## config.mk

```make
export PLATFORM = sky130hd
export DESIGN_NAME = sub_multicycle
export DESIGN_NICKNAME = d
export VERILOG_FILES = /design/src/rtl/sub_pkg.sv /design/src/rtl/full_subtractor.sv /design/src/rtl/sub_chunk.sv /design/src/rtl/sub_multicycle.sv
export SDC_FILE = /design/constraint.sdc
export NUM_CORES = 1
export LEC_CHECK = 0
export BUFFER_PORTS_ARGS = -buffer_cell sky130_fd_sc_hd__buf_2
export CORE_MARGIN = 2
export CORE_UTILIZATION = 40
export CTS_CLUSTER_SIZE = 8
export DETAILED_ROUTE_END_ITERATION = 10
export GPL_TIMING_DRIVEN = 0
export SLEW_MARGIN = 10
export SYNTH_ARGS = -nofsm -noshare
export SYNTH_HDL_FRONTEND = slang
export SYNTH_SLANG_ARGS = --single-unit
```

## constraint.sdc

```tcl
create_clock -name clk_i -period 13.7 [get_ports clk_i]
set_clock_uncertainty 0.05 [all_clocks]
set_input_delay 0.685 -clock clk_i [delete_from_list [all_inputs] [get_ports clk_i]]
set_output_delay 0.685 -clock clk_i [all_outputs]
set_load 0.01 [all_outputs]
```

## src/rtl/sub_pkg.sv

```systemverilog
// Shared types and helpers for the multi-cycle subtractor/comparator.
package sub_pkg;
  localparam int unsigned WIDTH_DEF = 32;
  localparam int unsigned CHUNK_DEF = 8;

  typedef enum logic [1:0] {IDLE, RUN, DONE} state_e;

  // Signed overflow of a - b: operands differ in sign and result sign follows b.
  function automatic logic ovf_f(input logic a_msb, input logic b_msb, input logic d_msb);
    return (a_msb ^ b_msb) & (a_msb ^ d_msb);
  endfunction
endpackage

```

## src/rtl/full_subtractor.sv

```systemverilog
// Single-bit full subtractor: d = a - b - bin, with borrow out.
module full_subtractor (
  input  logic a,
  input  logic b,
  input  logic bin,
  output logic d,
  output logic bout
);
  assign d    = a ^ b ^ bin;
  assign bout = (~a & b) | (~(a ^ b) & bin);
endmodule

```

## src/rtl/sub_chunk.sv

```systemverilog
// Combinational CHUNK-bit borrow-ripple subtract slice.
module sub_chunk #(
  parameter int unsigned CHUNK = 8
) (
  input  logic [CHUNK-1:0] a,
  input  logic [CHUNK-1:0] b,
  input  logic             bin,
  output logic [CHUNK-1:0] d,
  output logic             bout
);
  logic [CHUNK:0] brw;

  assign brw[0] = bin;

  for (genvar i = 0; i < CHUNK; i++) begin : g_bit
    full_subtractor u_fs (
      .a    (a[i]),
      .b    (b[i]),
      .bin  (brw[i]),
      .d    (d[i]),
      .bout (brw[i+1])
    );
  end

  assign bout = brw[CHUNK];
endmodule

```

## src/rtl/sub_multicycle.sv

```systemverilog
// Multi-cycle subtractor/comparator: CHUNK bits per clock, LSB chunk first.
//   state | meaning
//   IDLE  | ready for operands
//   RUN   | one slice per cycle, borrow carried in brw_q
//   DONE  | result and flags held until ready_i
module sub_multicycle
  import sub_pkg::*;
#(
  parameter int unsigned WIDTH = WIDTH_DEF,
  parameter int unsigned CHUNK = CHUNK_DEF
) (
  input  logic             clk_i,
  input  logic             rst_ni,
  input  logic             valid_i,
  output logic             ready_o,
  input  logic [WIDTH-1:0] a_i,
  input  logic [WIDTH-1:0] b_i,
  input  logic             borrow_i,
  output logic             valid_o,
  input  logic             ready_i,
  output logic [WIDTH-1:0] d_o,
  output logic             borrow_o,
  output logic             zero_o,
  output logic             ltu_o,
  output logic             lt_o,
  output logic             ovf_o
);
  localparam int unsigned CHUNK_SAFE = (CHUNK == 0) ? 1 : CHUNK;
  localparam int unsigned NCHUNK     = WIDTH / CHUNK_SAFE;
  localparam int unsigned CNT_W      = (NCHUNK > 1) ? $clog2(NCHUNK) : 1;

  if ((CHUNK == 0) || (CHUNK > WIDTH) || ((WIDTH % CHUNK_SAFE) != 0)) begin : g_bad_params
    $error("sub_multicycle: CHUNK must be nonzero and divide WIDTH");
  end

  state_e           state_q, state_d;
  logic [CNT_W-1:0] cnt_q, cnt_d;
  logic [WIDTH-1:0] a_q, a_d, b_q, b_d, d_q, d_d;
  logic             brw_q, brw_d, zacc_q, zacc_d;
  logic             amsb_q, amsb_d, bmsb_q, bmsb_d;
  logic             valid_q, valid_d, borrow_q, borrow_d, zero_q, zero_d;
  logic             ltu_q, ltu_d, lt_q, lt_d, ovf_q, ovf_d;

  logic [CHUNK-1:0] slice_d;
  logic             slice_bout;

  sub_chunk #(.CHUNK(CHUNK)) u_slice (
    .a    (a_q[CHUNK-1:0]),
    .b    (b_q[CHUNK-1:0]),
    .bin  (brw_q),
    .d    (slice_d),
    .bout (slice_bout)
  );

  always_comb begin
    state_d  = state_q;
    cnt_d    = cnt_q;
    a_d      = a_q;
    b_d      = b_q;
    d_d      = d_q;
    brw_d    = brw_q;
    zacc_d   = zacc_q;
    amsb_d   = amsb_q;
    bmsb_d   = bmsb_q;
    valid_d  = valid_q;
    borrow_d = borrow_q;
    zero_d   = zero_q;
    ltu_d    = ltu_q;
    lt_d     = lt_q;
    ovf_d    = ovf_q;
    unique case (state_q)
      IDLE: begin
        if (valid_i) begin
          a_d     = a_i;
          b_d     = b_i;
          brw_d   = borrow_i;
          amsb_d  = a_i[WIDTH-1];
          bmsb_d  = b_i[WIDTH-1];
          cnt_d   = '0;
          zacc_d  = 1'b1;
          state_d = RUN;
        end
      end
      RUN: begin
        a_d    = a_q >> CHUNK;
        b_d    = b_q >> CHUNK;
        d_d    = (d_q >> CHUNK) | (WIDTH'(slice_d) << (WIDTH - CHUNK));
        brw_d  = slice_bout;
        zacc_d = zacc_q & (slice_d == '0);
        if (cnt_q == CNT_W'(NCHUNK - 1)) begin
          // The last slice holds the result MSB, so flags resolve here.
          state_d  = DONE;
          valid_d  = 1'b1;
          borrow_d = slice_bout;
          ltu_d    = slice_bout;
          zero_d   = zacc_d;
          ovf_d    = ovf_f(amsb_q, bmsb_q, slice_d[CHUNK-1]);
          lt_d     = slice_d[CHUNK-1] ^ ovf_d;
        end else begin
          cnt_d = cnt_q + CNT_W'(1);
        end
      end
      DONE: begin
        if (ready_i) begin
          valid_d = 1'b0;
          state_d = IDLE;
        end
      end
      default: state_d = IDLE;
    endcase
  end

  always_ff @(posedge clk_i or negedge rst_ni) begin
    if (!rst_ni) begin
      state_q  <= IDLE;
      cnt_q    <= '0;
      a_q      <= '0;
      b_q      <= '0;
      d_q      <= '0;
      brw_q    <= 1'b0;
      zacc_q   <= 1'b0;
      amsb_q   <= 1'b0;
      bmsb_q   <= 1'b0;
      valid_q  <= 1'b0;
      borrow_q <= 1'b0;
      zero_q   <= 1'b0;
      ltu_q    <= 1'b0;
      lt_q     <= 1'b0;
      ovf_q    <= 1'b0;
    end else begin
      state_q  <= state_d;
      cnt_q    <= cnt_d;
      a_q      <= a_d;
      b_q      <= b_d;
      d_q      <= d_d;
      brw_q    <= brw_d;
      zacc_q   <= zacc_d;
      amsb_q   <= amsb_d;
      bmsb_q   <= bmsb_d;
      valid_q  <= valid_d;
      borrow_q <= borrow_d;
      zero_q   <= zero_d;
      ltu_q    <= ltu_d;
      lt_q     <= lt_d;
      ovf_q    <= ovf_d;
    end
  end

  // Gated with rst_ni so the block never advertises readiness while held in reset.
  assign ready_o  = rst_ni && (state_q == IDLE);
  assign valid_o  = valid_q;
  assign d_o      = d_q;
  assign borrow_o = borrow_q;
  assign zero_o   = zero_q;
  assign ltu_o    = ltu_q;
  assign lt_o     = lt_q;
  assign ovf_o    = ovf_q;
endmodule
```

Word level (Yosys, flattened, before mapping)
Cells that the tools add are included.
{"block": "word_totals", "mem_bits_ro": 0, "latchBits": 0, "output_inout_bits": 39, "input_bits": 69, "memories": 0, "ram_bits": 0, "word_cells": 113, "regBits": 109}
{"block": "op_classes", "n_lt_le_gt_ge": 0, "add_sub_neg": 1, "bitwise_logic": 62, "n_mul": 0, "reduce_logical": 11, "mux": 18, "div_mod_pow": 0, "n_shift": 0, "n_eq_ne": 7}
{"operator": "one-hot mux 32 bit (2 select lines)", "n": 2}
{"operator": "2-to-1 mux 32 bit", "n": 2}
{"operator": "bitwise OR 24 x 32 -> 32 bit", "n": 1}
{"operator": "XOR 1 bit", "n": 19}
{"operator": "bitwise AND 1 bit", "n": 18}
{"operator": "NOT 1 bit", "n": 16}
{"operator": "2-to-1 mux 2 bit", "n": 5}
{"operator": "AND reduction 3 bit", "n": 3}
{"operator": "zero test 8 bit", "n": 1}
{"operator": "!= test 2 bit (second input constant)", "n": 4}
{"operator": "bitwise OR 1 bit", "n": 8}
{"operator": "one-hot mux 1 bit (2 select lines)", "n": 3}
{"operator": "one-hot mux 2 bit (3 select lines)", "n": 1}
{"operator": "AND reduction 2 bit", "n": 3}
{"operator": "equality test 2 bit (second input constant)", "n": 2}
{"operator": "2-to-1 mux 1 bit", "n": 4}
{"operator": "one-hot mux 2 bit (2 select lines)", "n": 1}
{"operator": "nonzero test 2 bit", "n": 2}
{"operator": "adder 2 x 1 -> 2 bit (second input constant)", "n": 1}
{"operator": "equality test 2 x 1 -> 1 bit (second input constant)", "n": 1}
{"operator": "zero test 2 bit", "n": 1}
{"operator": "logical AND 1 bit", "n": 1}

Logic depth before layout (Yosys ltp)
Gate-level depths: netlist of run 1.
{"block": "depth", "depth_word": 20, "depth_mapped": 14, "mapped_depth_nobuf": 14}

Cells and area by module
A second synthesis of run 1 with hierarchy kept.
{"block": "hier_totals", "cells_unflattened": 558, "hier_area_um2": 4885.9}
{"module": "sub_multicycle", "seq_area_each_um2": 2727.6, "instances": 1, "area_each_um2": 4635.7, "cells_each": 526}
{"module": "full_subtractor", "seq_area_each_um2": 0.0, "instances": 8, "area_each_um2": 31.3, "cells_each": 4}

Least setup slack after synthesis of run 1
OpenSTA, ideal clock, no wires.
{"block": "synth_path", "kind": "register to register", "from": "register brw_q", "to": "register zero_q (netlist: zero_o)", "required_time_ns": 13.565, "setup_time_ns": 0.085, "slack_ns": 9.197, "period_less_slack_ns": 4.503, "path_buffers": 0, "arrival_time_ns": 4.368, "path_stages_with_launch": 15, "cell_sequence": "dfrtp_1 > inv_1 > fa_1 > inv_1 > fa_1 > fa_1 > fa_1 > fa_1 > fa_1 > fa_1 > inv_1 > fa_1 > nor4bb_1 > nand4_1 > o21ai_0"}
{"block": "synth_via", "elab_chain_len": 17, "elab_cells_between_ends": 24, "cone_classes": "bitwise: 23; reduce/logical: 1"}
{"element": "start: declaration", "line_no": "sub_multicycle.sv:39", "rtl": "logic brw_q, brw_d, zacc_q, zacc_d;"}
{"element": "start signal: assignment", "line_no": "sub_multicycle.sv:136", "rtl": "brw_q <= brw_d;"}
{"element": "bitwise AND 1 bit", "line_no": "full_subtractor.sv:10", "rtl": "assign bout = (~a & b) | (~(a ^ b) & bin);"}
{"element": "bitwise OR 1 bit", "line_no": "full_subtractor.sv:10"}
{"element": "bitwise AND 1 bit", "line_no": "full_subtractor.sv:10"}
{"element": "bitwise OR 1 bit", "line_no": "full_subtractor.sv:10"}
{"element": "bitwise AND 1 bit", "line_no": "full_subtractor.sv:10"}
{"element": "bitwise OR 1 bit", "line_no": "full_subtractor.sv:10"}
{"element": "bitwise AND 1 bit", "line_no": "full_subtractor.sv:10"}
{"element": "bitwise OR 1 bit", "line_no": "full_subtractor.sv:10"}
{"element": "[... 2 more ...]"}
{"element": "bitwise AND 1 bit", "line_no": "full_subtractor.sv:10"}
{"element": "bitwise OR 1 bit", "line_no": "full_subtractor.sv:10"}
{"element": "bitwise AND 1 bit", "line_no": "full_subtractor.sv:10"}
{"element": "bitwise OR 1 bit", "line_no": "full_subtractor.sv:10"}
{"element": "XOR 1 bit", "line_no": "full_subtractor.sv:9", "rtl": "assign d = a ^ b ^ bin;"}
{"element": "named net u_slice.g_bit[7].u_fs.d", "line_no": "full_subtractor.sv:6", "rtl": "output logic d,"}
{"element": "zero test 8 bit", "line_no": "sub_multicycle.sv:89", "rtl": "zacc_d = zacc_q & (slice_d == '0);"}
{"element": "bitwise AND 1 bit", "line_no": "sub_multicycle.sv:89"}
{"element": "end signal: assignment", "line_no": "sub_multicycle.sv:142", "rtl": "zero_q <= zero_d;"}
{"element": "end: declaration", "line_no": "sub_multicycle.sv:41", "rtl": "logic valid_q, valid_d, borrow_q, borrow_d, zero_q, zero_d;"}
The timed path passes the listed nets, and every way through them passes these cells.
A chain may end at the register's enable or synchronous reset.

Worst setup path after layout of run 1
Same ends and word-level chain as after synthesis.

==> results of run 1 <==
[where the power goes]
group	internal, W	leakage, nW	switching (W)	total, W
clock network	0.000151	0.143	0.000111	0.000263
registers	0.000467	1.39	0.0000981	0.000565
logic	0.000270	1.40	0.000404	0.000674
[per-layer routing]
metal  wire length [µm]  GRT usage [%]  up-vias
li1                   -              -     1892
met1               5741          28.63     1909
met2               5922          32.66      147
met3                775          5.029       24
met4                378          7.480        0
met5                  0              0        -
[cell families after synthesis]
logic type | share of synthesized area (%)
AOI/OAI and AO/OA | 19.36
buffers and inverters | 5.388
DFF | 55.67
adders and majority gates | 3.524
and+or+nand+nor | 16.06
[sequential cells by signal (all words and copies together) (netlist names), 2 cells and up]
register and flops:
a_q 32, b_q 32, d_o 32, cnt_q 2, state_q 2
[critical path, delay by kind of cell (launching register included)]
kind	cells	cell delay, ns
fa+ha+maj	8	3.41
simple gates	2	0.53
flops	1	0.38
buf+inv	3	0.23
compound gates	1	0.17
[cell type report]
type / count / share of cell area [%]
flip-flops and latches: 109 / 45.87
multi-input cells: 312 / 32.09
repair buffers: 108 / 9.573
clock buffers: 14 / 4.439
plain buffers: 39 / 3.493
well taps: 147 / 3.093
inverters: 15 / 0.9468
clock inverters: 1 / 0.5049
[per-stage QoR]
stage | utilization (%) | cell area (µm²) | worst slack, ns
3_3_place_gp | 46.98 | 5619 | 8.927
4_1_cts | 49.72 | 5947 | 8.824
5_1_grt | 49.72 | 5947 | 8.629
6_report | 49.72 | 5947 | 8.852
3_5_place_dp | 47.26 | 5653 | 8.894
2_1_floorplan | - | 4900 | 9.197
[worst paths after layout]
| path | from | endpoint | cells past startpoint |
|---|---|---|---|
| worst max-delay path | brw_q | zero_o | 14 |
| worst min-delay path | rst_ni | d_o[15] | 1 |
| worst max register to register | brw_q | zero_o | 14 |
| worst min register to register | d_o[6] | d_o[6] | 2 |
| max in group asynchronous | rst_ni | a_q[10] | 2 |
| min in group clk_i | d_o[6] | d_o[6] | 2 |
[placed cells by master (no fill, tap or decap), types with 2 or more instances in the layout]
master / Yosys / layout
a21oi_1: 18 / 18
a22o_1: 2 / 2
a22oi_1: 48 / 48
a2bb2oi_1: 2 / 2
buf_2: 19 / 125
buf_4: 6 / 6
buf_6: 2 / 3
clkbuf_1: 12 / 15
clkbuf_16: 0 / 9
clkbuf_8: 0 / 2
dfrtp_1: 109 / 109
fa_1: 8 / 8
inv_1: 15 / 15
nand2_1: 122 / 122
nand3_1: 5 / 5
nand3_2: 9 / 9
nor2_1: 3 / 3
nor2b_1: 18 / 18
nor3b_1: 2 / 2
o21ai_0: 7 / 7
o21ai_1: 21 / 21
o2bb2ai_1: 33 / 33
o31ai_1: 2 / 2
==> metrics.md, run 1 <==
| Metric | Value |
|---|---|
| DR pass1 iterations | `4` |
| Max-slew violations | `0` |
| Via count of the first global-routing pass | `3978` |
| Area of the multi-input gates | `1908 µm²` |
| FF/Latch Area | `2728 µm²` |
| Syn Area/Cell | `10.32 µm²` |
| Total Die Area | `13150 µm²` |
| Synth top area cells | `dfrtp_1, nand2_1, a22oi_1` |
| Num CTS Buffers | `9` |
| Num rows | `40` |
| Final Hold Vio Count | `0` |
| Most common cell in the synthesized netlist | `nand2_1` |
| CTS tree | `built` |
| RSZ-0062 raised after global routing | `no` |
| Post-CTS Setup Inserts | `0` |
| Die Y | `114.7 µm` |
| Critical Path Max Stage Delay | `0.49 ns` |
| Post-synth top cells | `nand2_1, dfrtp_1, a22oi_1, o2bb2ai_1, o21ai_1` |
| # DRC | `0` |
| Critical Path Source Type | `flip-flop` |
| CTS H-tree depth | `3` |
| Crit-path most repeated cell | `fa_1` |
| Mapped Nets | `553` |
| Number of flops mapped to enable cells by yosys | `0` |
| Clock transition at the registers of the reported paths | `0.06 ns` |
| Clock buffer depth | `2` |
| Nets | `672` |
| Global route total overflow | `0` |
| Layout filler cell count | `1126` |
| Area of the core | `11960 µm²` |
| CP max stage cell | `fa_1` |
| Final antenna-violating net count | `0` |
| IO Port Bufs | `107` |
| Synth top area share | `55.67%` |
| Ports | `108` |
| Starting Density | `40.96%` |
| Total power | `0.001501 W` |
| Final Setup Violations | `0` |
| Fin Hold WS | `0.2380 ns` |
| Largest net degree at the start of global routing | `58` |
| Flop2flop setup slack | `8.85 ns` |
| Pwr Density | `252.5 nW/µm²` |
| Sequential share of the synthesized area | `55.67%` |
| Fraction of layout cells with a size suffix above 1 | `26.59%` |
| Fmax | `0.2063 GHz` |
| Cells after Synth | `475` |
| Post-synthesis cell type count | `33` |
| Hpwl dp | `9220 µm` |
| Hold Path Class | `input pin to asynchronous set/reset pin` |
| Crit. End Element | `flip-flop` |
| Drt total wl | `12820 µm` |
| Top FF cell, synth | `dfrtp_1` |
| Hold Buf Count CTS | `0` |
| Max Fanout on Critical Path | `5` |
| CTS root buf | `clkbuf_16` |
| Sum of negative setup slack | `0 ns` |
| Ant diodes | `0` |
| Worst-Margin Slew | `0.5678 ns` |
| Post-synth ARST share | `100.0%` |
| First-pass GRT wire length | `20930 µm` |
| Lkg Pwr | `2.930 nW` |
| Worst endpoint required time | `13.92 ns` |
| Post-cts resize count | `0` |
| P&R area growth vs syn | `21.37%` |
| Initial antenna violation count | `0` |
| Flops & latches, synth | `109` |
| Routability Congestion | `0.8256` |
| CP Cell Sequence | `inv_1, fa_1, inv_1, fa_1, fa_1, fa_1, fa_1, fa_1, fa_1, inv_1, fa_1, nor4bb_1, nand4_1, o21ai_0` |
| Arrival @ worst endpoint | `5.07 ns` |
| Status | `completed` |
| Skew-Pair Late Insertion Delay | `0.35 ns` |
| Die W | `114.7 µm` |
| Via-to-Cell Ratio | `5.332` |
| Max IR drop VDD | `134.4 µV` |
| Fin crit period | `4.848 ns` |
| GRT Total Usage | `20.94%` |
| CTS Sinks | `109` |
| Synth warnings | `0` |
| Maxcap violations | `0` |
| WS Path Type | `flip-flop to flip-flop` |
| Post-Syn Area | `4900 µm²` |
| Via count | `3972` |
| Yosys top cell by area | `dfrtp_1` |
| Slew margin rel. | `62.14%` |
| Final period util | `35.39%` |
| Iteration-0 DRC Markers | `295` |
| Number of instances in the placed design | `730` |
| DR WL/cell | `17.21 µm` |
| Non-filler cells, final | `745` |
(Power assumes the default switching activity.)
==> run 2, diff against run 1 <==
==> constraint.sdc (replaced) <==
create_clock -name clk_i -period 4.16 [get_ports clk_i]
set_clock_uncertainty 0.05 [all_clocks]
set_input_delay 0.208 -clock clk_i [delete_from_list [all_inputs] [get_ports clk_i]]
set_output_delay 0.208 -clock clk_i [all_outputs]
set_load 0.01 [all_outputs]
==> run 2 against run 1 <==
Sequential share of layout area fell by 1.7 points. Worst setup slack got worse by 8.8 ns. Clock-buffer cell count fell by 3. Clock power rose to 3.4 times the previous value. Critical endpoint unchanged.
==> metrics.md, run 2 (synthesis results as in run 1) <==
| Metric | Value |
|---|---|
| Status | `completed` |
| P&R area growth vs syn | `26.00%` |
| Final period util | `99.91% (+65 points)` |
| Fin area | `6173 µm² (+3.8%)` |
| DR WL/cell | `16.86 µm (-2.0%)` |
| Sequential share of power | `36.6% (-1.0 points)` |
| Met2 Wirelength | `5810 µm (-1.9%)` |
| Sum of negative setup slack | `0 ns (unchanged)` |
| Via count of the first global-routing pass | `4065 (+2.2%)` |
| Area of the core | `11960 µm² (unchanged)` |
| Total Die Area | `13150 µm² (unchanged)` |
| Max IR drop VDD | `311.6 µV (+130%)` |
| Pwr Density | `826.0 nW/µm² (+230%)` |
| Clock buffer depth | `2 (unchanged)` |
| Fin crit period | `4.156 ns (-0.6917 ns)` |
| Worst endpoint required time | `4.38 ns (-9.54 ns)` |
| Num rows | `40 (unchanged)` |
| Worst-Margin Slew | `0.5530 ns (-0.01481 ns)` |
| P_sw | `0.002073 W (+240%)` |
| Number of instances in the placed design | `730 (unchanged)` |
| # DRC | `0 (unchanged)` |
| Post-route worst setup slack | `0.003885 ns (-8.848 ns)` |
| Most common cell after layout, fill and taps aside | `buf_2` |
| Final Hold Vio Count | `0 (unchanged)` |
| Via count | `3991 (+0.48%)` |
| Drt total wl | `12900 µm (+0.65%)` |
| DR pass1 iterations | `4 (unchanged)` |
| GRT Total Usage | `21.40% (+0.46 points)` |
| Clock Power Share | `17.6% (about the same)` |
| Placed Area | `5665 µm² (+0.22%)` |
| Most frequent cells in the layout | `buf_2, nand2_1, dfrtp_1, a22oi_1, o2bb2ai_1` |
| IO Port Bufs | `107 (unchanged)` |
| CTS H-tree depth | `3 (unchanged)` |
| Starting Density | `40.96% (unchanged)` |
| Die W | `114.7 µm (unchanged)` |
| Critical Path Source Type | `flip-flop` |
| First-pass GRT wire length | `21480 µm (+2.6%)` |
| Gate power share | `45.8% (+0.9 points)` |
| Initial antenna violation count | `0 (unchanged)` |
| Pre-CTS WS | `-0.2753 ns (-9.169 ns)` |
| Sw frac | `40.64% (-0.21 points)` |
| RSZ-0062 raised after global routing | `yes` |
| Slew margin rel. | `63.13% (+0.99 points)` |
| CTS root buf | `clkbuf_16` |
| Crit. End Element | `flip-flop` |
| Lkg Pwr | `3.018 nW (+3.0%)` |
| CTS Sinks | `109 (unchanged)` |
| Maxcap violations | `0 (unchanged)` |
| Total power | `0.005099 W (+240%)` |
| Fmax | `0.2406 GHz (+17%)` |
| Non-filler cells, final | `765 (+2.7%)` |
| WS Path Type | `flip-flop to flip-flop` |
| Iteration-0 DRC Markers | `224 (-24%)` |
| Max Fanout on Critical Path | `2 (-3)` |
| Final antenna-violating net count | `0 (unchanged)` |
| Largest net degree at the start of global routing | `59 (+1.7%)` |
| Final Setup Violations | `0 (unchanged)` |
| Ant diodes | `0 (unchanged)` |
| Global route total overflow | `0 (unchanged)` |
| Arrival @ worst endpoint | `4.38 ns (-0.69 ns)` |
| Flop2flop setup slack | `0.004 ns (-8.85 ns)` |
| Routability Congestion | `0.7815 (-5.3%)` |
| Hpwl dp | `9242 µm (+0.24%)` |
| Int Pwr | `0.003027 W (+240%)` |
| Skew-Pair Late Insertion Delay | `0.35 ns (about the same)` |
| Fraction of layout cells with a size suffix above 1 | `29.13% (+2.5 points)` |
| Num CTS Buffers | `9 (unchanged)` |
| Met1 wire length | `6047 µm (+5.3%)` |
| Max-slew violations | `0 (unchanged)` |
| Met3 WL | `617 µm (-20%)` |
| CTS tree | `built` |
| Via-to-Cell Ratio | `5.217 (-2.1%)` |
| Hold Path Class | `input pin to flip-flop` |
| Ports | `108 (unchanged)` |
| Top sig layer | `met4` |
| Clock transition at the registers of the reported paths | `0.07 ns (about the same)` |
| Die Y | `114.7 µm (unchanged)` |
| Nets | `691 (+2.8%)` |
| Layout filler cell count | `1138 (+1.1%)` |
[run 2: routing by layer]
metal  vias up  track usage [%]
li1       1927                -
met1      1917            30.24
met2       119            31.91
met3        28            3.653
met4         0            10.57
met5         -                0
[run 2: worst paths after layout]
kind                            startpoint  endpoint  depth (start not counted)
max in group asynchronous           rst_ni   a_q[19]                          3
worst max register to register       brw_q    zero_o                         14
worst min-delay path               a_i[27]   a_q[27]                          3
worst min register to register      d_o[0]    d_o[0]                          2
min in group asynchronous           rst_ni     ovf_o                          2
worst max-delay path                 brw_q    zero_o                         14
[run 2: what timing repair did]
action / 4_1_cts / 5_1_grt
hold endpoints to repair: 66 / 0
hold buffers: 15 / 0
pin swaps: 10 / 5
endpoints found under the setup margin: 3 / 3
setup buffers: 2 / 2
gates resized for setup: 4 / 6
[run 2: worst max-delay path, stage by stage (launching register included)]
cell and delay (ns):
dfrtp_1 0.39, inv_2 0.06, fa_1 0.18, inv_2 0.04, fa_2 0.36, fa_2 0.38, fa_2 0.37, fa_2 0.37
fa_2 0.38, fa_2 0.37, inv_2 0.08, fa_2 0.44, nor4bb_1 0.27, nand4_1 0.18, o21ai_1 0.16
[run 2: power by group through the flow]
stage          registers (W)  clock network, W  logic [W]
4_1_cts              0.00187          0.000916    0.00229
6_report             0.00187          0.000896    0.00234
5_1_grt              0.00193          0.000961    0.00266
3_3_place_gp         0.00187                 0    0.00218
2_1_floorplan        0.00186                 0    0.00147
3_5_place_dp         0.00188                 0    0.00223
[run 2: cell type report]
class / count / area [µm²] / area share [%]
Buffer: 39 / 207.7 / 3.364
Clock buffer: 11 / 252.7 / 4.094
Clock inverter: 5 / 57.56 / 0.9323
Inverter: 15 / 56.30 / 0.9120
Multi-Input combinational cell: 312 / 1934 / 31.33
Sequential cell: 109 / 2728 / 44.18
Tap cell: 147 / 183.9 / 2.979
Timing Repair Buffer: 127 / 753.2 / 12.20
[run 2: through the flow]
step           hold slack (ns)  utilization [%]
4_1_cts              0.0003895            51.38
2_1_floorplan          -0.1376                -
3_3_place_gp            0.3481            47.08
3_5_place_dp            0.1565            47.36
5_1_grt                0.02235            51.61
6_report              0.004976            51.61
